`config.mk`:
```
export PLATFORM = sky130hd
export DESIGN_NAME = blind_pixel_tpg
export DESIGN_NICKNAME = d
export VERILOG_FILES = /design/src/rtl/blind_pixel_pkg.sv /design/src/rtl/blind_pixel_tpg_xy.sv /design/src/rtl/blind_pixel_tpg.sv
export SDC_FILE = /design/constraint.sdc
export NUM_CORES = 1
export LEC_CHECK = 0
export BUFFER_PORTS_ARGS = -buffer_cell sky130_fd_sc_hd__buf_2
export CAP_MARGIN = 20
export CORE_UTILIZATION = 40
export CTS_CLUSTER_SIZE = 20
export DETAILED_ROUTE_END_ITERATION = 12
export PLACE_DENSITY = 0.68
export SLEW_MARGIN = 20
export SYNTH_ARGS = -nofsm -noshare
export SYNTH_HDL_FRONTEND = slang
export SYNTH_SLANG_ARGS = --single-unit
export TNS_END_PERCENT = 5
```
`constraint.sdc`:
```
create_clock -name clk -period 4.42 [get_ports clk]
set_clock_uncertainty 0.1 [all_clocks]
set_input_delay 0.221 -clock clk [delete_from_list [all_inputs] [get_ports clk]]
set_output_delay 0.221 -clock clk [all_outputs]
set_load 0.01 [all_outputs]
```
`src/rtl/blind_pixel_pkg.sv`:
```
// Shared constants, state encoding and control-packet helper for the blind-pixel test-pattern generator.
package blind_pixel_pkg;

  localparam logic [3:0] PKT_VIDEO = 4'h0;
  localparam logic [3:0] PKT_CTRL  = 4'hF;

  localparam logic [1:0] PAT_FLAT  = 2'd0;
  localparam logic [1:0] PAT_HRAMP = 2'd1;
  localparam logic [1:0] PAT_VRAMP = 2'd2;
  localparam logic [1:0] PAT_CHECK = 2'd3;

  localparam logic [1:0] ADDR_CTRL = 2'd0;
  localparam logic [1:0] ADDR_SIZE = 2'd1;
  localparam logic [1:0] ADDR_FLAT = 2'd2;

  localparam logic [3:0] CTRL_LAST_BEAT = 4'd8;

  typedef enum logic [2:0] {
    ST_IDLE,
    ST_CTRL_HDR,
    ST_CTRL_BODY,
    ST_VID_HDR,
    ST_VID_PIX
  } state_t;

  // Control-packet body: width nibbles MSB first, then height, then interlace (always 0).
  function automatic logic [3:0] ctrl_nibble(input logic [3:0] beat,
                                             input logic [15:0] width,
                                             input logic [15:0] height);
    case (beat)
      4'd0:    ctrl_nibble = width[15:12];
      4'd1:    ctrl_nibble = width[11:8];
      4'd2:    ctrl_nibble = width[7:4];
      4'd3:    ctrl_nibble = width[3:0];
      4'd4:    ctrl_nibble = height[15:12];
      4'd5:    ctrl_nibble = height[11:8];
      4'd6:    ctrl_nibble = height[7:4];
      4'd7:    ctrl_nibble = height[3:0];
      default: ctrl_nibble = 4'h0;
    endcase
  endfunction

endpackage

```
`src/rtl/blind_pixel_tpg_xy.sv`:
```
// Raster x/y counter: x runs 0..W-1, then wraps and y increments. Exposes the following
// coordinate so the top can register the next pixel value in the same cycle it advances.
module blind_pixel_tpg_xy (
  input  logic        clk,
  input  logic        rst_n,
  input  logic        i_clear,
  input  logic        i_advance,
  input  logic [15:0] i_width,
  input  logic [15:0] i_height,
  output logic [15:0] o_x,
  output logic [15:0] o_y,
  output logic [15:0] o_x_nxt,
  output logic [15:0] o_y_nxt,
  output logic        o_last,
  output logic        o_last_nxt
);

  logic [15:0] r_x;
  logic [15:0] r_y;
  logic        w_x_wrap;

  assign w_x_wrap   = (r_x == i_width - 16'd1);
  assign o_x        = r_x;
  assign o_y        = r_y;
  assign o_x_nxt    = w_x_wrap ? 16'd0 : r_x + 16'd1;
  assign o_y_nxt    = w_x_wrap ? r_y + 16'd1 : r_y;
  assign o_last     = w_x_wrap && (r_y == i_height - 16'd1);
  assign o_last_nxt = (o_x_nxt == i_width - 16'd1) && (o_y_nxt == i_height - 16'd1);

  always_ff @(posedge clk or negedge rst_n) begin
    if (!rst_n) begin
      r_x <= '0;
      r_y <= '0;
    end else if (i_clear) begin
      r_x <= '0;
      r_y <= '0;
    end else if (i_advance) begin
      r_x <= o_x_nxt;
      r_y <= o_y_nxt;
    end
  end

endmodule

```
`src/rtl/blind_pixel_tpg.sv`:
```
// Avalon-ST video test-pattern generator: control packet + single-plane video packet per frame.
//   state        | meaning
//   ST_IDLE      | no output, waiting for enable with non-zero geometry
//   ST_CTRL_HDR  | presenting control-packet type beat 0xF (sop)
//   ST_CTRL_BODY | presenting the 9 width/height/interlace nibbles
//   ST_VID_HDR   | presenting video-packet type beat 0x0 (sop)
//   ST_VID_PIX   | presenting pixels in raster order
module blind_pixel_tpg
  import blind_pixel_pkg::*;
#(
  parameter int DATA_WIDTH = 10,
  parameter int DEF_WIDTH  = 640,
  parameter int DEF_HEIGHT = 480
) (
  input  logic                  clk,
  input  logic                  rst_n,
  input  logic [1:0]            av_address,
  input  logic                  av_write,
  input  logic [31:0]           av_writedata,
  output logic [DATA_WIDTH-1:0] dout_data,
  output logic                  dout_valid,
  input  logic                  dout_ready,
  output logic                  dout_startofpacket,
  output logic                  dout_endofpacket
);

  logic                  r_enable;
  logic [1:0]            r_pattern;
  logic [15:0]           r_width;
  logic [15:0]           r_height;
  logic [DATA_WIDTH-1:0] r_flat;

  logic [1:0]            r_sh_pattern;
  logic [15:0]           r_sh_width;
  logic [15:0]           r_sh_height;
  logic [DATA_WIDTH-1:0] r_sh_flat;

  state_t                r_state;
  logic [3:0]            r_beat;
  logic [DATA_WIDTH-1:0] r_data;
  logic                  r_valid;
  logic                  r_sop;
  logic                  r_eop;

  logic        w_xfer;
  logic        w_go;
  logic        w_frame_boundary;
  logic        w_xy_clear;
  logic        w_xy_adv;
  logic [15:0] w_x;
  logic [15:0] w_y;
  logic [15:0] w_x_nxt;
  logic [15:0] w_y_nxt;
  logic        w_last;
  logic        w_last_nxt;

  always_ff @(posedge clk or negedge rst_n) begin
    if (!rst_n) begin
      r_enable  <= 1'b0;
      r_pattern <= PAT_FLAT;
      r_width   <= 16'(DEF_WIDTH);
      r_height  <= 16'(DEF_HEIGHT);
      r_flat    <= '0;
    end else if (av_write) begin
      case (av_address)
        ADDR_CTRL: begin
          r_enable  <= av_writedata[0];
          r_pattern <= av_writedata[2:1];
        end
        ADDR_SIZE: begin
          r_width  <= av_writedata[15:0];
          r_height <= av_writedata[31:16];
        end
        ADDR_FLAT: r_flat <= av_writedata[DATA_WIDTH-1:0];
        default: ;
      endcase
    end
  end

  function automatic logic [DATA_WIDTH-1:0] pix(input logic [1:0] pat, input logic [15:0] x,
                                                input logic [15:0] y, input logic [DATA_WIDTH-1:0] flat);
    case (pat)
      PAT_FLAT:  pix = flat;
      PAT_HRAMP: pix = DATA_WIDTH'(x);
      PAT_VRAMP: pix = DATA_WIDTH'(y);
      default:   pix = (x[3] ^ y[3]) ? '1 : '0;
    endcase
  endfunction

  assign w_xfer           = r_valid & dout_ready;
  assign w_go             = r_enable && (r_width != 16'd0) && (r_height != 16'd0);
  assign w_frame_boundary = (r_state == ST_IDLE) || ((r_state == ST_VID_PIX) && w_xfer && w_last);
  assign w_xy_clear       = (r_state == ST_CTRL_BODY) && w_xfer && (r_beat == CTRL_LAST_BEAT);
  assign w_xy_adv         = (r_state == ST_VID_PIX) && w_xfer && !w_last;

  blind_pixel_tpg_xy u_xy (
    .clk        (clk),
    .rst_n      (rst_n),
    .i_clear    (w_xy_clear),
    .i_advance  (w_xy_adv),
    .i_width    (r_sh_width),
    .i_height   (r_sh_height),
    .o_x        (w_x),
    .o_y        (w_y),
    .o_x_nxt    (w_x_nxt),
    .o_y_nxt    (w_y_nxt),
    .o_last     (w_last),
    .o_last_nxt (w_last_nxt)
  );

  // Outputs describe the beat currently offered; they only move on a transfer.
  always_ff @(posedge clk or negedge rst_n) begin
    if (!rst_n) begin
      r_state      <= ST_IDLE;
      r_beat       <= '0;
      r_data       <= '0;
      r_valid      <= 1'b0;
      r_sop        <= 1'b0;
      r_eop        <= 1'b0;
      r_sh_pattern <= PAT_FLAT;
      r_sh_width   <= 16'(DEF_WIDTH);
      r_sh_height  <= 16'(DEF_HEIGHT);
      r_sh_flat    <= '0;
    end else if (w_frame_boundary) begin
      if (w_go) begin
        r_state      <= ST_CTRL_HDR;
        r_data       <= DATA_WIDTH'(PKT_CTRL);
        r_valid      <= 1'b1;
        r_sop        <= 1'b1;
        r_eop        <= 1'b0;
        r_sh_pattern <= r_pattern;
        r_sh_width   <= r_width;
        r_sh_height  <= r_height;
        r_sh_flat    <= r_flat;
      end else begin
        r_state <= ST_IDLE;
        r_data  <= '0;
        r_valid <= 1'b0;
        r_sop   <= 1'b0;
        r_eop   <= 1'b0;
      end
    end else if (w_xfer) begin
      case (r_state)
        ST_CTRL_HDR: begin
          r_state <= ST_CTRL_BODY;
          r_beat  <= 4'd0;
          r_data  <= DATA_WIDTH'(ctrl_nibble(4'd0, r_sh_width, r_sh_height));
          r_sop   <= 1'b0;
          r_eop   <= 1'b0;
        end
        ST_CTRL_BODY: begin
          if (r_beat == CTRL_LAST_BEAT) begin
            r_state <= ST_VID_HDR;
            r_data  <= DATA_WIDTH'(PKT_VIDEO);
            r_sop   <= 1'b1;
            r_eop   <= 1'b0;
          end else begin
            r_beat <= r_beat + 4'd1;
            r_data <= DATA_WIDTH'(ctrl_nibble(r_beat + 4'd1, r_sh_width, r_sh_height));
            r_eop  <= ((r_beat + 4'd1) == CTRL_LAST_BEAT);
          end
        end
        ST_VID_HDR: begin
          r_state <= ST_VID_PIX;
          r_data  <= pix(r_sh_pattern, w_x, w_y, r_sh_flat);
          r_sop   <= 1'b0;
          r_eop   <= w_last;
        end
        ST_VID_PIX: begin
          r_data <= pix(r_sh_pattern, w_x_nxt, w_y_nxt, r_sh_flat);
          r_eop  <= w_last_nxt;
        end
        default: begin
          r_state <= ST_IDLE;
          r_valid <= 1'b0;
        end
      endcase
    end
  end

  assign dout_data          = r_data;
  assign dout_valid         = r_valid;
  assign dout_startofpacket = r_sop;
  assign dout_endofpacket   = r_eop;

endmodule

```
==> flow_metrics.tcl, run 1 <==
set metrics [dict create \
    async_flop_share_pct 100 \
    postPlaceCellArea_mm2 0.00971 \
    std_cell_rows 55 \
    start_kind "register" \
    gp_congestion 0.997 \
    grt_pass1_wl_mm 43.7 \
    grt_start_max_net_pins 89 \
    cap_violations 0 \
    syn_area_per_cell_um2 9.31 \
    tritoncts "yes" \
    drtIter0Drc 913 \
    fmax_mhz 242 \
    totalWireLength_mm 26.8 \
    dr.pass1.iters 6 \
    yosysSeqAreaShare_pct 38.6 \
    crit_fanout 7 \
    synth_edf_count 0 \
    grt_antenna_before_repair 0 \
    reg2regPathDepth 14 \
    ys_seq_elements 141 \
    status "completed" \
    port_buffers 50 \
    cp_cell_sequence "inv_1 -> ha_1 -> nor4b_4 -> buf_4 -> nand4b_1 -> xor2_1 -> a211o_1 -> or3_1 -> nor3_1 -> buf_4 -> xor2_1 -> a2111o_1 -> a2111oi_2 -> a41o_1" \
    slew-limit-headroom_pct 44.2 \
    die_area_mm2 0.0235 \
    hold_viol_final 0 \
    worst_ep_arrival_time_ns 4.41 \
    crit_start "r_sh_width[0]$_DFFE_PN0P_" \
    power_switching_share_pct 43.0 \
    final-setup-viol-count 0 \
    antennaDiodeCount 0 \
    synth_top_family_by_area "simple AND/OR/NAND/NOR gates" \
    worstReg2RegStart "r_sh_width[0]$_DFFE_PN0P_" \
    h-tree-depth 4 \
    cts-buffers-inserted 17 \
    synth_ff_type "dfrtp_1" \
    crit_path_end_kind "register" \
    rsz0062_at_grt "false" \
    initial_core_util_pct 40.6 \
    finalWorstPathRequiredPeriod_ns 4.14 \
    drive_gt1_share_pct 21.2 \
    p_seq_share_pct 34.0 \
    antenna_left 0 \
    synth_compound_area_share_pct 15.8 \
    track_usage_pct 23.7 \
    drc 0 \
    synth_area_mm2 0.00918 \
    hold_depth 4 \
    p_sw_mw 2.87 \
    power_frac_comb_pct 43.1 \
    fin_tns_setup_ns 0 \
    nets 1094 \
    syn2layout_area_growth_pct 16.1 \
    final_cells 1344 \
    die-height_um 153 \
    power_density_mw_per_mm2 626 \
    muxShareOfSynthArea_pct 11.6 \
    synthTopCellsByArea "dfrtp_1, mux2_2, xnor2_1" \
    irDropWorstVdd_mv 0.365 \
    dp.cells 1279 \
    clkPwrFrac_pct 22.9 \
    synth_top_area_share_pct 35.2 \
    fin_area_mm2 0.0107 \
    grt_overflow 0 \
    worstPathRequired_ns 4.69 \
    timing.final.max_slew_violations 0 \
    yosysTopAreaCell "dfrtp_1" \
    avgRoutedWirePerCell_um 20.0 \
    yosys_warnings 0 \
    nFillCells 2121 \
    die_w_um 153 \
    clk_pin_slew_ns 0.08 \
    hold_start "dout_ready" \
    io_pins 51 \
    tightest_slew_ns 0.837 \
    worst-setup-path-type "register to register" \
    grt_pass1_vias 7747 \
    viasPerCell 5.95 \
    worstSkewPairLatency_ns 0.44 \
    cts_sinks 141 \
    core_area_mm2 0.0226 \
    cp_slowest_cell "or3_1" \
    cp_slowest_stage_delay_ns 0.50 \
    synthXorXnorAreaFrac_pct 9.98 \
    synth-simple-area-share_pct 18.3 \
    netlist_instances 985 \
    root_buffer "clkbuf_16" \
    max-clock-path-buffers 2 \
    ys_types 74 \
    leakagePower_nw 4.37 \
    fin_crit_sh_pct 93.6 \
    synth_fa_ha_area_share_pct 1.36 \
    num_vias 8003 \
    dp_hpwl_mm 19.5 \
    internal-power_mw 3.80 \
    cts_setup_buffers 0 \
    hp-class "input pin to register" \
    hold-worst-slack_ns 0.0689 \
    syn_nets 1033 \
]
## cells in the mapped netlist, types with 9 or more instances
library cell  number
mux2_2            86
and3_1             9
nor3_1            23
nand4_1           15
nor2b_1           10
o21ai_0           68
clkbuf_1          49
nor2_1            75
a21oi_1           37
ha_1              10
nand3_1           28
and2_1             9
dfstp_2           12
nand2b_1          10
nor4_1            15
inv_1             19
buf_2             11
xor2_1            38
xnor2_1           64
nand2_1           91
o31ai_1           13
dfrtp_1          129
## worst max-delay path: cells and delay by family (launching register included)
kind	cells	cell delay (ns)
simple gates	4	1.22
xor+xnor	2	0.28
flops	1	0.47
fa+ha+maj	1	0.21
buf+inv	3	0.48
compound gates	4	1.30
## cell type report
class	instances	area [um^2]	area share (%)
Clock buffer	17	425	3.99
Multi-Input combinational cell	754	5240	49.2
Tap cell	285	357	3.35
Sequential cell	141	3540	33.3
Timing Repair Buffer	113	825	7.74
Clock inverter	15	191	1.80
Inverter	19	71.3	0.669
## cell usage in the layout (no fill, tap or decap), types with 23 or more instances in the layout
master         count
dfrtp_1          129
buf_2             49
mux2_2            86
a21oi_1           37
xnor2_1           64
xor2_1            38
nand3_1           28
nand2_1           91
dlygate4sd3_1     33
o21ai_0           68
nor3_1            23
buf_4             29
nor2_1            75
## flip-flops by register name, indices dropped and copies added, names as in the netlist
name / flops
dout_valid: 1
r_sh_width: 16
r_flat: 10
r_beat: 4
r_state: 3
r_sh_pattern: 2
r_height: 16
dout_startofpacket: 1
u_xy.o_y: 16
r_sh_height: 16
r_sh_flat: 10
r_pattern: 2
dout_data: 10
u_xy.o_x: 16
dout_endofpacket: 1
r_enable: 1
r_width: 16
## worst paths after layout
kind                                           endpoint  slack (ns)
setup / recovery           dout_endofpacket$_DFFE_PN0P_        0.28
hold / removal                   dout_valid$_DFFE_PN0P_        0.07
setup reg to reg           dout_endofpacket$_DFFE_PN0P_        0.28
hold reg to reg             r_sh_pattern[0]$_DFFE_PN0P_        0.40
max in group asynchronous    r_sh_height[7]$_DFFE_PN1P_        2.88
min in group asynchronous  dout_endofpacket$_DFFE_PN0P_        0.33
## power by group through the flow
stage          sequential [mW]  combinational, mW  clock (mW)
2_1_floorplan             1.94               2.25           0
3_3_place_gp              2.25               2.74           0
3_5_place_dp              2.26               2.77           0
4_1_cts                   2.24               2.82        1.55
5_1_grt                   2.32               3.12        1.60
6_report                  2.26               2.87        1.53
## metrics by stage
stage	utilization (%)	worst slack [ns]	power (mW)
after CTS	47.2	0.332	6.61
after floorplan	-	0.530	4.19
after global routing	47.2	0.0241	7.04
after detailed placement	43.0	0.420	5.03
final	47.2	0.284	6.67
after global placement	43.0	0.507	4.99
## routing by layer
layer / vias up / track usage [%] / wire (um)
met5: - / 0 / 0
met4: 0 / 9.86 / 763
met3: 65 / 3.40 / 1820
met2: 402 / 37.1 / 12200
met1: 3833 / 32.9 / 12100
li1: 3703 / - / -
## kinds of logic after synthesis
logic type / count (synthesis)
buf+inv: 90
compound gates: 217
simple gates: 329
flops: 141
xor+xnor: 103
fa+ha+maj: 10
mux: 95
## repair_timing
action | in CTS | in global routing
setup endpoints to repair | 0 | 1
hold buffers | 33 | 0
gates resized for setup | 0 | 1
hold endpoints to repair | 125 | 0
Power figures use the tool's default switching activity.
==> run 2, diff against run 1 <==
--- a/config.mk
+++ b/config.mk
@@ -11,6 +11,7 @@
 export CTS_CLUSTER_SIZE = 20
 export DETAILED_ROUTE_END_ITERATION = 12
 export PLACE_DENSITY = 0.68
+export REMOVE_ABC_BUFFERS = 1
 export SLEW_MARGIN = 20
 export SYNTH_ARGS = -nofsm -noshare
 export SYNTH_HDL_FRONTEND = slang
==> flow_metrics.tcl, run 2 (same netlist as run 1, synthesis figures left out) <==
set metrics [dict create \
    hold-worst-slack_ns 0.0729 \
    die_area_mm2 0.0235 \
    h-tree-depth 4 \
    drive_gt1_share_pct 20.9 \
    irDropWorstVdd_mv 0.360 \
    worstSkewPairLatency_ns 0.43 \
    initial_core_util_pct 40.6 \
    totalWireLength_mm 25.5 \
    postPlaceCellArea_mm2 0.00972 \
    grt_pass1_vias 7390 \
    nFillCells 2101 \
    grt_pass1_wl_mm 41.5 \
    worst-setup-path-type "register to register" \
    die-height_um 153 \
    fin_crit_sh_pct 91.3 \
    final_cells 1342 \
    cts-buffers-inserted 17 \
    drc 2 \
    crit_path_end_kind "register" \
    crit_fanout 10 \
    cap_violations 0 \
    antenna_left 0 \
    gp_congestion 0.966 \
    syn2layout_area_growth_pct 16.0 \
    worst_ep_arrival_time_ns 4.27 \
    leakagePower_nw 4.34 \
    root_buffer "clkbuf_16" \
    most-common-layout-cells "dfrtp_1, nand2_1, mux2_2" \
    tritoncts "yes" \
    std_cell_rows 55 \
    nets 1092 \
    grt_overflow 0 \
    cp_cell_sequence "nor4_4 -> or3b_1 -> or3_1 -> a211oi_1 -> nand2_1 -> nor3_4 -> buf_4 -> mux2i_1 -> xor2_1 -> a21oi_1 -> o221ai_1 -> o211ai_1" \
    viasPerCell 5.83 \
    avgRoutedWirePerCell_um 19.0 \
    wl_met3_mm 1.57 \
    max-clock-path-buffers 2 \
    violations "design-rule violations" \
    clk_pin_slew_ns 0.06 \
    timing.final.max_slew_violations 0 \
    cp_slowest_stage_delay_ns 0.51 \
    mostFrequentLayoutCell "dfrtp_1" \
    utilization_pct 47.1 \
    top_layer "met4" \
    dp.cells 1277 \
    drtIter0Drc 770 \
    tightest_slew_ns 0.962 \
    fmax_mhz 248 \
    grt_antenna_before_repair 0 \
    fin_tns_setup_ns 0 \
    hold_viol_final 0 \
    final-setup-viol-count 0 \
    worstPathRequired_ns 4.65 \
    status "complete, but fails checks" \
    dr_wl_met2_mm 11.5 \
    port_buffers 50 \
    rsz0062_at_grt "false" \
    dr.pass1.iters 9 \
    dp_hpwl_mm 18.9 \
    finalWorstPathRequiredPeriod_ns 4.04 \
    grt_start_max_net_pins 97 \
    track_usage_pct 22.5 \
    io_pins 51 \
    antennaDiodeCount 0 \
    start_kind "register" \
    power_density_mw_per_mm2 613 \
    cp_slowest_cell "a21oi_1" \
    m1WireLength_mm 11.7 \
    cts_sinks 141 \
    hp-class "input pin to register" \
    core_area_mm2 0.0226 \
    fin_area_mm2 0.0106 \
    num_vias 7827 \
    die_w_um 153 \
    slew-limit-headroom_pct 35.6 \
]
[run 2: power by group]
part | total [mW] | switching, mW | internal, mW
sequential | 2.20 | 0.527 | 1.68
clock | 1.43 | 0.579 | 0.853
combinational | 2.89 | 1.61 | 1.28
[run 2: worst paths after layout]
kind,start,endpoint,slack (ns),depth (start not counted)
max in group asynchronous,rst_n,r_sh_pattern[1]$_DFFE_PN0P_,2.74,3
worst min register to register,r_flat[7]$_DFFE_PN0P_,r_sh_flat[7]$_DFFE_PN0P_,0.39,1
worst max register to register,r_sh_width[9]$_DFFE_PN1P_,dout_data[6]$_DFFE_PN0P_,0.38,12
min in group asynchronous,rst_n,u_xy.o_x[9]$_DFFE_PN0P_,0.38,2
worst max-delay path,r_sh_width[9]$_DFFE_PN1P_,dout_data[6]$_DFFE_PN0P_,0.38,12
worst min-delay path,dout_ready,dout_valid$_DFFE_PN0P_,0.07,4
[run 2: per-stage QoR]
step           total power, mW  setup WS, ns
3_5_place_dp              5.05         0.370
2_1_floorplan             4.08        -0.573
3_3_place_gp              5.02         0.413
6_report                  6.52         0.383
5_1_grt                   6.94        0.0798
4_1_cts                   6.52         0.327
[run 2: critical path: cells and delay by family, from the launching register on]
family                    cells  cell delay [ns]
buffers and inverters         1             0.24
DFF                           1             0.43
xor gates and xnor gates      1             0.11
muxes                         1             0.22
and+or+nand+nor               5             1.64
AOI/OAI and AO/OA             4             1.21
[run 2: layout make-up]
class                   count  area (um^2)  area share (%)
multi-input cells         754         5250            49.3
well taps                 285          357            3.35
clock buffers              21          450            4.23
inverters                  19         71.3           0.670
flip-flops and latches    141         3540            33.3
repair buffers            111          835            7.84
clock inverters            11          134            1.26
[run 2: routing by layer]
| layer | track usage [%] | up-vias |
|---|---|---|
| met4 | 8.10 | 0 |
| li1 | - | 3671 |
| met1 | 31.9 | 3806 |
| met3 | 3.69 | 39 |
| met2 | 34.6 | 311 |
| met5 | 0 | - |
[run 2: timing repair]
| action | in CTS | in global routing |
|---|---|---|
| resized for setup | 0 | 1 |
| endpoints found under the setup margin | 0 | 40 |
| hold endpoints to repair | 131 | 0 |
| setup buffers | 0 | 0 |
| hold buffers | 33 | 0 |
